===== src/rtl/lfs_seq_ctrl_if.sv =====
// Signal bundle between the LFS sequencer and its controller/LFS neighbours.
// start is a one-cycle request taken only while busy=0; done is a one-cycle pulse marking result valid.
interface lfs_seq_ctrl_if #(
  parameter int WIDTH = 8,
  parameter int CNT_W = 8
);
  logic             start;
  logic [WIDTH-1:0] seed;
  logic [CNT_W-1:0] count;
  logic [WIDTH-1:0] q_in;
  logic [WIDTH-1:0] R;
  logic             L;
  logic             E;
  logic             busy;
  logic [WIDTH-1:0] result;
  logic             done;
  logic [1:0]       dbg_state;

  modport slave (
    input  start, seed, count, q_in,
    output R, L, E, busy, result, done, dbg_state
  );

  modport master (
    output start, seed, count, q_in,
    input  R, L, E, busy, result, done, dbg_state
  );
endinterface


===== src/rtl/lfs_seq_ctrl.sv =====
// Sequencer for the loadable shift register: load seed, shift count times, capture result.
// The FSM state is exported on dbg_state for checker binding.
module lfs_seq_ctrl #(
  parameter int WIDTH = 8,
  parameter int CNT_W = 8
) (
  input  logic          clock,
  input  logic          resetn,
  lfs_seq_ctrl_if.slave bus
);

  typedef enum logic [1:0] {
    S_IDLE    = 2'd0,
    S_LOAD    = 2'd1,
    S_SHIFT   = 2'd2,
    S_CAPTURE = 2'd3
  } state_t;

  state_t           r_state;
  state_t           w_next;
  logic [CNT_W-1:0] r_cnt;
  logic [WIDTH-1:0] r_seed;
  logic [WIDTH-1:0] r_result;
  logic             r_done;
  logic             w_accept;

  assign w_accept = (r_state == S_IDLE) && bus.start;

  always_comb begin
    w_next = r_state;
    case (r_state)
      S_IDLE:    if (bus.start) w_next = S_LOAD;
      S_LOAD:    w_next = (r_cnt == '0) ? S_CAPTURE : S_SHIFT;
      // Leave on the last shift cycle so E is high exactly count cycles.
      S_SHIFT:   if (r_cnt == CNT_W'(1)) w_next = S_CAPTURE;
      S_CAPTURE: w_next = S_IDLE;
      default:   w_next = S_IDLE;
    endcase
  end

  always_ff @(posedge clock) begin
    if (!resetn) begin
      r_state  <= S_IDLE;
      r_cnt    <= '0;
      r_seed   <= '0;
      r_result <= '0;
      r_done   <= 1'b0;
    end else begin
      r_state <= w_next;
      r_done  <= (r_state == S_CAPTURE);
      if (w_accept) begin
        r_seed <= bus.seed;
        r_cnt  <= bus.count;
      end else if (r_state == S_SHIFT) begin
        r_cnt <= r_cnt - CNT_W'(1);
      end
      if (r_state == S_CAPTURE) r_result <= bus.q_in;
    end
  end

  assign bus.R         = r_seed;
  assign bus.L         = (r_state == S_LOAD);
  assign bus.E         = (r_state == S_SHIFT);
  assign bus.busy      = (r_state != S_IDLE);
  assign bus.result    = r_result;
  assign bus.done      = r_done;
  assign bus.dbg_state = r_state;

endmodule


===== src/flat_wrapper.sv =====
// flat-port wrapper written by rule: the top's interface ports become plain ports
module lfs_seq_ctrl_flat 
#(
  parameter int WIDTH = 8,
  parameter int CNT_W = 8
)
  (clock, resetn, bus_start, bus_seed, bus_count, bus_q_in, bus_R, bus_L, bus_E, bus_busy, bus_result, bus_done, bus_dbg_state);
  lfs_seq_ctrl_if #(.WIDTH(WIDTH), .CNT_W(CNT_W)) bus_i ();
  input  logic clock;
  input  logic resetn;
  input wire logic [$bits(bus_i.start)-1:0] bus_start;
  input wire logic [$bits(bus_i.seed)-1:0] bus_seed;
  input wire logic [$bits(bus_i.count)-1:0] bus_count;
  input wire logic [$bits(bus_i.q_in)-1:0] bus_q_in;
  output wire logic [$bits(bus_i.R)-1:0] bus_R;
  output wire logic [$bits(bus_i.L)-1:0] bus_L;
  output wire logic [$bits(bus_i.E)-1:0] bus_E;
  output wire logic [$bits(bus_i.busy)-1:0] bus_busy;
  output wire logic [$bits(bus_i.result)-1:0] bus_result;
  output wire logic [$bits(bus_i.done)-1:0] bus_done;
  output wire logic [$bits(bus_i.dbg_state)-1:0] bus_dbg_state;
  assign bus_i.start = bus_start;
  assign bus_i.seed = bus_seed;
  assign bus_i.count = bus_count;
  assign bus_i.q_in = bus_q_in;
  assign bus_R = bus_i.R;
  assign bus_L = bus_i.L;
  assign bus_E = bus_i.E;
  assign bus_busy = bus_i.busy;
  assign bus_result = bus_i.result;
  assign bus_done = bus_i.done;
  assign bus_dbg_state = bus_i.dbg_state;
  lfs_seq_ctrl #(.WIDTH(WIDTH), .CNT_W(CNT_W)) u_core (.clock(clock), .resetn(resetn), .bus(bus_i));
endmodule

===== config.mk =====
export PLATFORM = sky130hd
export DESIGN_NAME = lfs_seq_ctrl_flat
export DESIGN_NICKNAME = d
export VERILOG_FILES = /design/src/rtl/lfs_seq_ctrl_if.sv /design/src/rtl/lfs_seq_ctrl.sv /design/src/flat_wrapper.sv
export SDC_FILE = /design/constraint.sdc
export NUM_CORES = 1
export LEC_CHECK = 0
export BUFFER_PORTS_ARGS = -buffer_cell sky130_fd_sc_hd__buf_4
export CORE_UTILIZATION = 35
export DETAILED_ROUTE_END_ITERATION = 7
export MAX_ROUTING_LAYER = met4
export SLEW_MARGIN = 5
export SYNTH_ARGS = -nofsm -noshare
export SYNTH_HDL_FRONTEND = slang
export SYNTH_SLANG_ARGS = --single-unit
export TNS_END_PERCENT = 30

===== constraint.sdc =====
create_clock -name clock -period 1.66 [get_ports clock]
set_input_delay 0.332 -clock clock [delete_from_list [all_inputs] [get_ports clock]]
set_output_delay 0.332 -clock clock [all_outputs]
set_load 0.005 [all_outputs]

After elaboration in Yosys (flattened, before gate mapping)
Cells that the tools add are included.
- register bits: 27
- input port bits: 27
- output and inout port bits: 22
- add/subtract/negate cells: 1
- eq/ne operators: 6
- mux-type cells: 6
- reduce and logical (&&, ||, !) cells: 6
- operators by type and width (operator ; number):
    $mux W8 ; 2
    $eq A8 B1 Y1 const B ; 1
    $logic_not A8 Y1 ; 1
    $pmux W2 S4 ; 1
    $sub A8 B1 Y8 const B ; 1
    $eq A2 B2 Y1 const B ; 2
    $mux W2 ; 2
    $reduce_bool A2 Y1 ; 2
    $eq A2 B1 Y1 const B ; 1
    $logic_not A2 Y1 ; 1
    $ne A2 B1 Y1 const B ; 1
    $ne A2 B2 Y1 const B ; 1
    $reduce_and A2 Y1 ; 1
    $logic_and A1 B1 Y1 ; 1
    $mux W1 ; 1

Logic depth before layout (Yosys ltp)
- word-level depth: 3
- depth in mapped cells: 7
- depth with buffers taken out: 6

Worst setup path before layout
OpenSTA, ideal clock, no wires.
- kind: register to register
- from: register u_core.r_state[0] (netlist: u_core.bus.dbg_state[0])
- to: register u_core.r_cnt[5]
- data arrival time: 1785 ps
- data required time: 1574 ps
- slack: -211 ps
- cell stages (with the launch flop): 8
- buffers on the path: 1
- clock period less this slack: 1871 ps
- path through: dfxtp_1 > inv_1 > ha_1 > buf_2 > or3b_2 > nor4_1 > xnor2_1 > a211oi_1
- elaborated cells between the ends (all ways): 5
- those cells by class: eq/ne (1); mux (1); reduce/logical (3)
- RTL lines (what ; RTL line ; text):
    from (decl) ; lfs_seq_ctrl.sv:19 ; state_t r_state;
    from (signal assigned) ; lfs_seq_ctrl.sv:49 ; r_state <= w_next;
    $eq A2 B2 Y1 ; - ;
    named net bus_E ; flat_wrapper.sv:17 ; output wire logic [$bits(bus_i.E)-1:0] bus_E;
    $reduce_bool A2 Y1 (no source line) ; - ;
    to (signal assigned) ; lfs_seq_ctrl.sv:53 ; r_cnt <= bus.count;
    to (signal assigned) ; lfs_seq_ctrl.sv:55 ; r_cnt <= r_cnt - CNT_W'(1);
    to (decl) ; lfs_seq_ctrl.sv:21 ; logic [CNT_W-1:0] r_cnt;
The timed path passes the listed nets, and every way through them passes these cells.
A chain may end at the register's enable or synchronous reset.

Final worst setup path
- from: register u_core.r_cnt[5]
- to: register u_core.r_state[0] (netlist: u_core.bus.dbg_state[0])
- cells in the longest elaborated chain, start to end: 3
- elaborated cells between the ends (all ways): 6
- those cells by class: eq/ne (2); mux (2); reduce/logical (2)
- ends and longest elaborated chain (what ; RTL line):
    $logic_not A8 Y1 / $eq A8 B1 Y1 (equally long branches) ; lfs_seq_ctrl.sv:33, lfs_seq_ctrl.sv:35
    $mux W1 / $ne A2 B1 Y1 (equally long branches) ; -
    $pmux W2 S4 / $reduce_and A2 Y1 (equally long branches) ; -
Several ways; a longest one is shown, not always the timed one.

==> summary.txt <==
Timing
  • Max Clock Freq: 0.591 GHz
  • Worst slew margin: 66.0%
  • Setup-failing EPs final: 1
  • Hold_ws: 230 ps
  • Final-report max-slew violation count: 0
  • RSZ-0062 raised after global routing: true
  • Final worst setup slack: -31.5 ps
  • Final worst-path cycle share: 102%
  • Crit path time final: 1690 ps
  • Final hold vios: 0
  • Worst Tran Pin Value: 509 ps
  • Fin Setup TNS: -31.5 ps
  • Clock skew: 4.54 ps

Global route
  • First-pass GRT wire length: 4570 um
  • Vias in the first global route: 1,088
  • Initial antenna violation count: 0
  • Tot GR Track Use: 16.9%
  • Total gr overflow: 0
  • Largest net degree at the start of global routing: 16

Floorplan
  • Core area: 3150 um2
  • Die Wd: 60.6 um
  • Die Span Y: 60.6 um
  • Initial core utilization: 38.1%
  • Num rows: 20
  • Die area: 3670 um2
  • I/O Pins: 49

Placed design
  • GPL Wtd Cong: 0.760
  • Pre-CTS setup slack: -80.7 ps
  • Placed cell areas: 1720 um2
  • Port Buf Inserts: 48
  • DP Wirelength: 2180 um
  • Cells after DPL: 236

CTS
  • Clock Tree Root: clkbuf_4
  • Worst-path clk slew: 150 ps
  • Insertion delay to the later sink of the worst-skew pair: 320 ps
  • Cts bufs inserted: 3
  • Deepest clock path buffer count: 2
  • Clock H-tree levels: 1
  • CTS tree: built
  • CTS Sinks: 27

Power and ir drop
  • Leak: 0.000782 uW
  • Cell Pwr Density: 1390 nW/um2
  • Peak supply drop: 0.000509 V

Synthesis
  • Cell count after synthesis: 137
  • Async SR Flop Fraction: 0%
  • Syn avg cell area: 8.77 um2
  • Synthesized Nets: 172
  • Post-synthesis cell area: 1200 um2
  • Flops & latches, synth: 27
  • Post-synth cell types: 26
  • Warnings, synthesis: 0
  • Sequential area share after synthesis: 45.0%
  • Predominant post-synthesis flop cell: dfxtp_1
  • Number of synthesized flops with an enable pin: 0

Hold path
  • Worst Hold Class: in -> reg

Worst setup path
  • Crit Path Max Fanout: 2
  • Worst Setup Start Kind: flop
  • Critical path type: reg -> reg
  • Critical Path Sink Type: flop
  • Worst Path Required: 1900 ps
  • CP Data Arrival Time: 1940 ps

Final layout
  • Post-route insts no fill: 240
  • Diodes inserted: 0
  • Area of the multi-input gates: 667 um2
  • Share of post-route cells with drive strength above 1: 41.8%
  • Non-Filler Cell Area, Final: 1790 um2
  • Total Nets Final: 232
  • Register area: 547 um2
  • Fill cells: 296
  • Area Growth Syn to Fin: 49.1%

Route
  • Via count: 1,137
  • Met3 WL: 120 um
  • Via density: 4.74
  • Met2 wire len: 1350 um
  • Top sig layer: met4
  • Wire per inst: 11.9 um
  • DRC: 0
  • Final ANT Viol Nets: 0
  • Routed WL: 2850 um
  • Pre-Repair DR Iteration Count: 4
  • Initial DRC Count: 28
  • Met1 WL: 1360 um

Job
  • Max-cap viol count: 0

Outcome
  • Failing checks: setup timing
  • Status: complete, but fails checks
[power breakdown]
part	internal (uW)	switching, uW	leakage [uW]
logic	695	600	0.000542
registers	799	99.8	0.000223
clock network	90.3	199	0.0000177
total	1580	899	0.000782
[cell families (layout without fill, tap and decap cells)]
group / count (synthesis) / in the layout / share of synthesized area (%)
AND/OR/NAND/NOR: 47 / 47 / 17.3
adder cells (fa/ha/maj): 8 / 8 / 8.33
flip-flops: 27 / 27 / 45.0
buffers and inverters: 14 / 73 / 4.48
XOR/XNOR: 6 / 6 / 4.37
multiplexers: 9 / 9 / 7.50
AO/OA/AOI/OAI: 26 / 26 / 13.0
[worst paths after layout]
path                   start                       to  slack (ps)  cells after the start
max          u_core.r_cnt[5]  u_core.bus.dbg_state[0]         -30                      4
max reg2reg  u_core.r_cnt[5]  u_core.bus.dbg_state[0]         -30                      4
min reg2reg  u_core.bus.R[2]          u_core.bus.R[2]         470                      2
min              bus_q_in[5]     u_core.bus.result[5]         230                      3
[layer usage]
layer,vias up,global-route usage (%)
met4,0,5.52
met2,31,28.7
met3,2,2.13
met5,-,-
met1,528,20.7
li1,576,-
[layout make-up]
| class | instances | area share, % |
|---|---|---|
| clock buffers | 3 | 1.26 |
| inverters | 7 | 1.61 |
| multi-input cells | 96 | 37.2 |
| flip-flops and latches | 27 | 30.5 |
| clock inverters | 1 | 0.280 |
| well taps | 44 | 3.07 |
| repair buffers | 62 | 26.0 |
[state kept, by name, summed over array words and instances, names as in the netlist]
| name | flops |
|---|---|
| u_core.bus.dbg_state | 2 |
| u_core.bus.result | 8 |
| u_core.bus.done | 1 |
| u_core.r_cnt | 8 |
| u_core.bus.R | 8 |
[synthesized netlist by cell type, drive strengths merged, types with 2 or more instances]
cell | instances | share of area (%)
clkbuf | 6 | 1.9
nor2 | 14 | 4.4
dfxtp | 27 | 45
xnor2 | 5 | 3.6
and2 | 2 | 1.0
a21oi | 13 | 5.4
a211oi | 4 | 2.5
nand2 | 24 | 7.5
or4 | 2 | 1.7
inv | 7 | 2.2
o21ai | 3 | 1.2
ha | 8 | 8.3
mux2i | 9 | 7.5
nor4 | 2 | 1.0
[cell usage in the layout, fill, tap and decap left out, drive strengths merged, types with 2 or more instances in the layout]
master / count
and2: 2
nand2: 24
buf: 62
dfxtp: 27
o21ai: 3
or4: 2
nor2: 14
inv: 7
nor4: 2
ha: 8
mux2i: 9
xnor2: 5
a21oi: 13
clkbuf: 3
a211oi: 4
[worst max-delay path: stages (launching register included)]
cell and delay (ps):
dfxtp_2 350, or4_4 530, or3_4 350, a21o_1 200, o32ai_2 190
[timing repair]
item | CTS | global route
buffers inserted | 0 | 0
gates resized for setup | 7 | 2
cloned | 0 | 0
hold buffers | 0 | 0
pin swaps | 2 | 2
endpoints found under the setup margin | 4 | 6
[stage by stage]
stage / total power [uW] / utilization (%)
3_5_place_dp: 2110 / 54.5
6_report: 2480 / 56.8
2_1_floorplan: 1580 / -
3_3_place_gp: 2070 / 54.5
5_1_grt: 2680 / 56.8
4_1_cts: 2500 / 56.7
(Power assumes the default switching activity.)
